[config.mk]
export PLATFORM = sky130hd
export DESIGN_NAME = fifo_burst_reader
export DESIGN_NICKNAME = d
export VERILOG_FILES = /design/src/rtl/fifo_burst_reader_pkg.sv /design/src/rtl/burst_skid_buf.sv /design/src/rtl/fifo_burst_reader.sv
export SDC_FILE = /design/constraint.sdc
export NUM_CORES = 1
export LEC_CHECK = 0
export ABC_AREA = 1
export ABC_CLOCK_PERIOD_IN_PS = 2000
export BUFFER_PORTS_ARGS = -buffer_cell sky130_fd_sc_hd__buf_2
export CAP_MARGIN = 20
export CORE_MARGIN = 10
export CORE_UTILIZATION = 50
export DETAILED_ROUTE_END_ITERATION = 12
export HOLD_SLACK_MARGIN = 0.08
export MAX_ROUTING_LAYER = met4
export PLACE_DENSITY = 0.83
export SLEW_MARGIN = 20
export SYNTH_ARGS = -nofsm -noshare
export SYNTH_HDL_FRONTEND = slang
export SYNTH_SLANG_ARGS = --single-unit
export TNS_END_PERCENT = 20
[constraint.sdc]
create_clock -name r_clk -period 2 [get_ports r_clk]
set_clock_uncertainty 0.2 [all_clocks]
set_input_delay 0 -clock r_clk [delete_from_list [all_inputs] [get_ports r_clk]]
set_output_delay 0 -clock r_clk [all_outputs]
set_load 0.05 [all_outputs]
[src/rtl/fifo_burst_reader_pkg.sv]
// Shared types and constants for the FIFO burst reader.
package fifo_burst_reader_pkg;

  typedef enum logic [1:0] {
    IDLE   = 2'd0,
    STREAM = 2'd1,
    CSUM   = 2'd2
  } state_e;

  localparam int unsigned SKID_DEPTH = 2;
  localparam int unsigned OCC_W      = $clog2(SKID_DEPTH + 1);
  localparam int unsigned CNT_W      = 8;

endpackage

[src/rtl/burst_skid_buf.sv]
// Two-entry in-order skid buffer; entry 0 is always the head beat.
module burst_skid_buf
  import fifo_burst_reader_pkg::*;
#(
  parameter int unsigned DATA_WIDTH = 8
) (
  input  logic                  clk_i,
  input  logic                  rst_i,
  input  logic                  push_i,
  input  logic [DATA_WIDTH-1:0] push_data_i,
  input  logic                  pop_i,
  output logic [DATA_WIDTH-1:0] head_data_o,
  output logic [OCC_W-1:0]      occ_o
);

  logic [DATA_WIDTH-1:0] mem_q [SKID_DEPTH];
  logic [DATA_WIDTH-1:0] mem_d [SKID_DEPTH];
  logic [OCC_W-1:0]      occ_q;
  logic [OCC_W-1:0]      occ_d;

  // Next buffer contents; a simultaneous push and pop keeps occupancy constant.
  always_comb begin
    mem_d = mem_q;
    occ_d = occ_q;
    unique case ({push_i, pop_i})
      2'b10: begin
        if (occ_q == OCC_W'(0)) mem_d[0] = push_data_i;
        else                    mem_d[1] = push_data_i;
        occ_d = occ_q + OCC_W'(1);
      end
      2'b01: begin
        mem_d[0] = mem_q[1];
        occ_d    = occ_q - OCC_W'(1);
      end
      2'b11: begin
        if (occ_q == OCC_W'(1)) begin
          mem_d[0] = push_data_i;
        end else begin
          mem_d[0] = mem_q[1];
          mem_d[1] = push_data_i;
        end
      end
      default: ;
    endcase
  end

  // Buffer storage and occupancy registers.
  always_ff @(posedge clk_i) begin
    if (rst_i) begin
      mem_q <= '{default: '0};
      occ_q <= '0;
    end else begin
      mem_q <= mem_d;
      occ_q <= occ_d;
    end
  end

  assign head_data_o = mem_q[0];
  assign occ_o       = occ_q;

endmodule

[src/rtl/fifo_burst_reader.sv]
// Reads a FIFO and emits fixed-length bursts on a valid/ready stream.
// Define FIFO_BURST_READER_CSUM_EN to append an XOR checksum beat to each burst.
module fifo_burst_reader
  import fifo_burst_reader_pkg::*;
#(
  parameter int unsigned DATA_WIDTH = 8,
  parameter int unsigned BURST_LEN  = 4
) (
  input  logic                  r_clk,
  input  logic                  rst,
  output logic                  fifo_re,
  input  logic                  fifo_empty,
  input  logic [DATA_WIDTH-1:0] fifo_dout,
  output logic                  m_valid,
  input  logic                  m_ready,
  output logic [DATA_WIDTH-1:0] m_data,
  output logic                  m_last,
  output logic                  busy
);

  state_e                state_q;
  state_e                state_d;
  logic [CNT_W-1:0]      cnt_q;
  logic [CNT_W-1:0]      cnt_d;
  logic                  infl_q;
  logic [OCC_W-1:0]      occ;
  logic [DATA_WIDTH-1:0] head_data;
  logic                  data_xfer;
  logic                  final_beat;
  logic [OCC_W:0]        level;

`ifdef FIFO_BURST_READER_CSUM_EN
  logic [DATA_WIDTH-1:0] xor_q;
  logic [DATA_WIDTH-1:0] xor_d;
`endif

  burst_skid_buf #(
    .DATA_WIDTH (DATA_WIDTH)
  ) u_skid (
    .clk_i       (r_clk),
    .rst_i       (rst),
    .push_i      (infl_q),
    .push_data_i (fifo_dout),
    .pop_i       (data_xfer),
    .head_data_o (head_data),
    .occ_o       (occ)
  );

  // Data beat handshake and read throttle; the level counts the slot freed by this cycle's pop.
  always_comb begin
    data_xfer  = (state_q != CSUM) && (occ != OCC_W'(0)) && m_ready;
    final_beat = data_xfer && (cnt_q == CNT_W'(BURST_LEN - 1));
    level      = (OCC_W + 1)'(occ) + (OCC_W + 1)'(infl_q) - (OCC_W + 1)'(data_xfer);
    fifo_re    = !rst && !fifo_empty && (state_q != CSUM) &&
                 (level < (OCC_W + 1)'(SKID_DEPTH));
  end

  // Next-state and beat counter.
  always_comb begin
    state_d = state_q;
    cnt_d   = cnt_q;
    unique case (state_q)
      IDLE: begin
        if (!fifo_empty || (occ != OCC_W'(0)) || infl_q) state_d = STREAM;
      end
      STREAM: begin
`ifdef FIFO_BURST_READER_CSUM_EN
        if (final_beat) state_d = CSUM;
`else
        if (final_beat) state_d = IDLE;
`endif
      end
      CSUM: begin
        if (m_ready) state_d = IDLE;
      end
      default: state_d = IDLE;
    endcase
    if (data_xfer) cnt_d = final_beat ? CNT_W'(0) : cnt_q + CNT_W'(1);
  end

`ifdef FIFO_BURST_READER_CSUM_EN
  // Running XOR of the burst's data beats, cleared once the checksum beat leaves.
  always_comb begin
    xor_d = xor_q;
    if (data_xfer)                        xor_d = xor_q ^ head_data;
    else if ((state_q == CSUM) && m_ready) xor_d = '0;
  end
`endif

  // State, counter and in-flight read registers.
  always_ff @(posedge r_clk) begin
    if (rst) begin
      state_q <= IDLE;
      cnt_q   <= '0;
      infl_q  <= 1'b0;
`ifdef FIFO_BURST_READER_CSUM_EN
      xor_q   <= '0;
`endif
    end else begin
      state_q <= state_d;
      cnt_q   <= cnt_d;
      infl_q  <= fifo_re && !fifo_empty;
`ifdef FIFO_BURST_READER_CSUM_EN
      xor_q   <= xor_d;
`endif
    end
  end

  // Stream outputs decoded from registered state.
  always_comb begin
    busy = (state_q != IDLE);
`ifdef FIFO_BURST_READER_CSUM_EN
    m_valid = (state_q == CSUM) || (occ != OCC_W'(0));
    m_data  = (state_q == CSUM) ? xor_q : head_data;
    m_last  = (state_q == CSUM);
`else
    m_valid = (occ != OCC_W'(0));
    m_data  = head_data;
    m_last  = (occ != OCC_W'(0)) && (cnt_q == CNT_W'(BURST_LEN - 1));
`endif
  end

endmodule

======== After elaboration in Yosys (flattened, before gate mapping) ========
Cells that the tools add are included.
storage, ports and cells
  register bits ........................... 29
  word-level logic and storage cells ...... 60
cells by class
  $add $sub $neg .......................... 5
  $lt $le $gt $ge ......................... 1
  eq/ne operators ......................... 14
  multiplexer cells ....................... 12
  reduce and logical (&&, ||, !) cells .... 22
operator list
  operator                                               count
  two-way mux 8 bit                                      5
  case mux 8 bit (3 select lines)                        1
  case mux 8 bit (2 select lines)                        1
  inequality test 2 bit, second input constant           6
  adder 8 x 1 -> 8 bit, second input constant            1
  == test 8 x 2 -> 1 bit, second input constant          1
  logical AND 1 bit                                      8
  nonzero test 2 bit                                     4
  == test 2 x 1 -> 1 bit, second input constant          3
  == test 2 bit, second input constant                   3
  two-way mux 2 bit                                      3
  case mux 2 bit (3 select lines)                        1
  AND reduction 3 bit                                    2
  zero test 2 bit                                        2
  case mux 2 bit (2 select lines)                        1
  adder 2 x 1 -> 3 bit                                   1
  < comparator 3 x 2 -> 1 bit, second input constant     1
  nonzero test 3 bit                                     1
  subtractor 3 x 1 -> 3 bit                              1
  adder 2 x 1 -> 2 bit, second input constant            1
  zero test 1 bit                                        2
  logical OR 1 bit                                       2
  inequality test 2 x 1 -> 1 bit, second input constant  1
  AND reduction 2 bit                                    1
  subtractor 2 x 1 -> 2 bit, second input constant       1

======== Depth between registers and ports, before layout ========
  word-level depth ........................ 7
  depth in mapped cells ................... 12

======== Modules after synthesis ========
Synthesis repeated with hierarchy kept, for this count alone.
second synthesis, totals
  cells, all modules ...................... 226
  area total of the unflattened synthesis .. 1621.6 um2
modules (own cells, without submodules)
  module             instances  cells each  area each (um2)
  burst_skid_buf     1          138         1013.5
  fifo_burst_reader  1          88          608.1

======== Worst setup path before layout ========
OpenSTA, ideal clock, no wires.
  path kind ............................... reg2out
  start point ............................. reg u_skid.occ_q[1] (netlist: u_skid.occ_o[1])
  end point ............................... out fifo_re
  data arrival time ....................... 2955 ps
  slack ................................... -1155 ps
  stages on the path, launching flop included .. 10
  cell sequence ........................... dfxtp_1 -> inv_1 -> ha_1 -> inv_2 -> nand2_4 -> nor2_1 -> o21ai_0 -> fa_1 -> nand2_1 -> nor3_1
between the ends
  longest elaborated chain between the ends .. 6
  elaborated cells on any way between the ends .. 7
  those cells by class .................... 2 x add/sub; 1 x order compare; 4 x reduce/logical
RTL lines
  what                             line                     source
  start, declared                  burst_skid_buf.sv:18     logic [OCC_W-1:0] occ_q;
  start signal, assigned           burst_skid_buf.sv:51     occ_q <= '0;
  start signal, assigned           burst_skid_buf.sv:54     occ_q <= occ_d;
  nonzero test 2 bit               -
  via m_valid                      fifo_burst_reader.sv:14  output logic m_valid,
  logical AND 1 bit (2 in series)  fifo_burst_reader.sv:51  data_xfer = (state_q != CSUM) && (occ != OCC_W'(0)) && m_ready;
  subtractor 3 x 1 -> 3 bit        fifo_burst_reader.sv:53  level = (OCC_W + 1)'(occ) + (OCC_W + 1)'(infl_q) - (OCC_W + 1)'(data_xfer);
  < comparator 3 x 2 -> 1 bit      fifo_burst_reader.sv:55  (level < (OCC_W + 1)'(SKID_DEPTH));
  logical AND 1 bit                fifo_burst_reader.sv:54  fifo_re = !rst && !fifo_empty && (state_q != CSUM) &&
  end, declared                    fifo_burst_reader.sv:11  output logic fifo_re,
The timed path passes the listed nets, and every way through them passes these cells.

======== Final worst setup path ========
  start point ............................. reg u_skid.occ_q[0] (netlist: u_skid.occ_o[0])
  end point ............................... out fifo_re
between the ends
  longest elaborated chain between the ends .. 6
  elaborated cells on any way between the ends .. 7
  those cells by class .................... 2 x add/sub; 1 x order compare; 4 x reduce/logical
RTL lines
  what                                                          line
  branches (longest 3 deep; another with adder 2 x 1 -> 3 bit)  -
  subtractor 3 x 1 -> 3 bit *                                   fifo_burst_reader.sv:53
  < comparator 3 x 2 -> 1 bit *                                 fifo_burst_reader.sv:55
  logical AND 1 bit *                                           fifo_burst_reader.sv:54
Every way passes the cells marked *.

==> flow_summary_export.csv <==
group,metric,value,unit
clock_network,cts_root_buffer,"clkbuf_4",
finish,drive_gt1_share,26.6,%
timing,period_needed,2360,ps
synth,netlist_area,1470,µm²
clock_network,clk_pin_slew,150,ps
critical_path,required,1800,ps
clock_network,cts_tree,"done",
global_route,grt_pass1_wl,5.80,mm
synth,synth_flop_cell,"dfxtp_1",
timing,rsz0062_at_grt,"true",
finish,stdcell_count,283,
critical_path,rr_startpoint,"u_skid.occ_o[0]$_SDFFE_PP0P_",
power_and_ir_drop,leakagePower,0.939,nW
place,gp_congestion,0.914,
min_path,min_from,"m_ready",
min_path,hold_depth,6,
finish,register_area,563,µm²
synth,synth_cells,205,
global_route,grt.total_usage,13.4,%
power_and_ir_drop,ir_drop,1080,µV
drt,finalWirelength,3.50,mm
synth,synth_most_common_cell,"nor2_1",
die,rows,19,
synth,synth.area.top_cells,"dfxtp_1 (38%), nand3_1 (11%), nor2_1 (8.4%)",
drt,drtAntennaViolNets,0,
die,fp.dieH,74.3,µm
global_route,antenna_found_initial,0,
timing,max_freq,0.424,GHz
critical_path,r2r_cells,8,
critical_path,r2r_slack,30,ps
drt,via_count,1428,
synth,yosysWarnings,0,
synth,post-synth-top-area-cell,"dfxtp_1",
timing,hold_viol,0,
place,post-dp-hpwl,2.37,mm
drt,drt_iter0_markers,116,
drt,routedWlPerCell,12.4,µm
finish,fill_cells,195,
finish,syn_to_final_growth,33.0,%
critical_path,path_class,"reg -> out",
finish,multi_input_area,791,µm²
clock_network,clock_path_buffers,2,
outcome,status,"finished with violations",
clock_network,htree_levels,1,
die,fp.dieW,74.3,µm
place,pre_cts_ws,-93.3,ps
critical_path,crit_fanout,3,
synth,syn_nets,224,
min_path,hold_path_end,"u_skid.occ_o[0]$_SDFFE_PP0P_",
power_and_ir_drop,p_per_area,1420,nW/µm²
clock_network,clk_latency,330,ps
finish,nets,272,
critical_path,end_kind,"output port",
timing,tightestPinTransition,664,ps
flow_run,drv_cap,0,
timing,relSlewSlack,55.6,%
synth,yosysUniqueCellTypes,23,
clock_network,clock-sinks,28,
global_route,grt_pass1_vias,1363,
critical_path,cp.arrival,2160,ps
drt,drt_pass1_iterations,4,
die,start_util,53.0,%
drt,drc,0,
die,ios,24,
outcome,violations,"setup timing",
synth,synth.ff_latch_count,28,
min_path,hold_class,"in -> reg",
clock_network,cts_made_buffers,3,
die,dieArea,5520,µm²
critical_path,reg2reg_to,"cnt_q[0]$_SDFFE_PP0P_",
finish,diodes,0,
die,core,2780,µm²
drt,vias_per_cell,5.05,
synth,synthArstFlopShare,0,%
place,numPortBuffers,23,
synth,synth.top_cell.area_share,38.0,%
synth,seq_area_frac_synth,38.0,%
synth,avgSynthCellArea,7.19,µm²
timing,finalSetupViolations,1,
timing,fin_crit_sh,118,%
global_route,overflow,0,
timing,slew_violations,0,
power_and_ir_drop,totalPowerFinal,2.79,mW
critical_path,cp-start-kind,"register",
synth,synth_edf_count,0,
place,placed_cells,260,
timing,fin_ws,-360,ps
global_route,grt_max_degree,21,
synth,synth.top_cells.by_count,"nor2_1 (33), nand3_1 (32), dfxtp_1 (28), inv_1 (28), nand2_1 (27)",
layout by cell type, fill, tap and decap left out, drive strengths merged, types with 2 or more instances in the layout:
master / count
or2: 8
o21ai: 14
dfxtp: 28
dlygate4sd3: 18
xor2: 5
nand2: 29
buf: 36
nor2: 33
a21oi: 4
clkbuf: 3
nor3: 2
inv: 29
nand3: 32
ha: 6
cell type report:
cell class                      count  share of cell area [%]
Multi-Input combinational cell    137                    40.3
Sequential cell                    28                    28.7
Timing Repair Buffer               54                    20.4
Inverter                           29                    5.93
Tap cell                           31                    1.98
Clock inverter                      1                    1.53
Clock buffer                        3                    1.15
how the worst max path moves through the flow:
stage / startpoint / endpoint / slack (ps)
after floorplan: u_skid.occ_o[0]$_SDFFE_PP0P_ / fifo_re / -210
after global placement: u_skid.occ_o[1]$_SDFFE_PP0P_ / fifo_re / -30
after detailed placement: u_skid.occ_o[1]$_SDFFE_PP0P_ / fifo_re / -90
after CTS: u_skid.occ_o[0]$_SDFFE_PP0P_ / fifo_re / -370
after global routing: u_skid.occ_o[0]$_SDFFE_PP0P_ / fifo_re / -470
final: u_skid.occ_o[0]$_SDFFE_PP0P_ / fifo_re / -360
cell families (layout without fill, tap and decap cells):
logic type               after synthesis  in the layout  synth area share [%]
flip-flops                            28             28                  38.0
adder cells (fa/ha/maj)                7              7                  6.45
AO/OA/AOI/OAI                         20             20                  7.64
AND/OR/NAND/NOR                      105            105                  31.9
XOR/XNOR                               5              5                  2.97
buffers and inverters                 40             87                  13.0
registers in the layout, indices dropped and copies added, names as in the netlist:
register / count
infl_q: 1
u_skid.mem_q: 8
cnt_q: 8
u_skid.occ_o: 2
u_skid.head_data_o: 8
state_q: 1
through the flow:
step	util (%)	hold slack (ps)	TNS, ps	instance area (µm²)
3_3_place_gp	60.7	39.7	-29.4	1690
6_report	70.5	167	-360	1960
2_1_floorplan	-	-137	-206	1530
3_5_place_dp	60.7	46.3	-93.3	1690
5_1_grt	70.5	191	-1510	1960
4_1_cts	68.9	-313	-635	1920
what timing repair did:
action                                  in CTS  in global routing
gates cloned                                 0                  0
endpoints found under the hold margin       28                  6
hold buffers                                16                  3
endpoints found under the setup margin       2                 23
gates resized for setup                      3                 10
setup buffers                                1                  0
pin swaps                                    1                  1
critical path: stages, from the launching register on:
cell	delay, ps
dfxtp_2	350
inv_2	70
ha_4	160
inv_8	40
nand2_8	70
inv_2	40
nor2_2	90
o21ai_2	60
fa_1	500
nand2_2	80
nor3_4	180
buf_6	180
layer usage:
metal	up-vias	GRT usage [%]	share of wire (%)
met5	-	-	0
li1	740	-	-
met1	641	14.9	45
met3	6	2.66	4.2
met4	0	5.08	1.5
met2	41	23.0	49
report_power, final:
part           leakage, nW  internal [mW]  switching [mW]
Combinational        0.681          0.592           0.979
Sequential           0.230          0.748           0.102
Clock               0.0279          0.203           0.167
Total                0.939           1.54            1.25
Note: power is estimated with default switching activity, not from simulation.
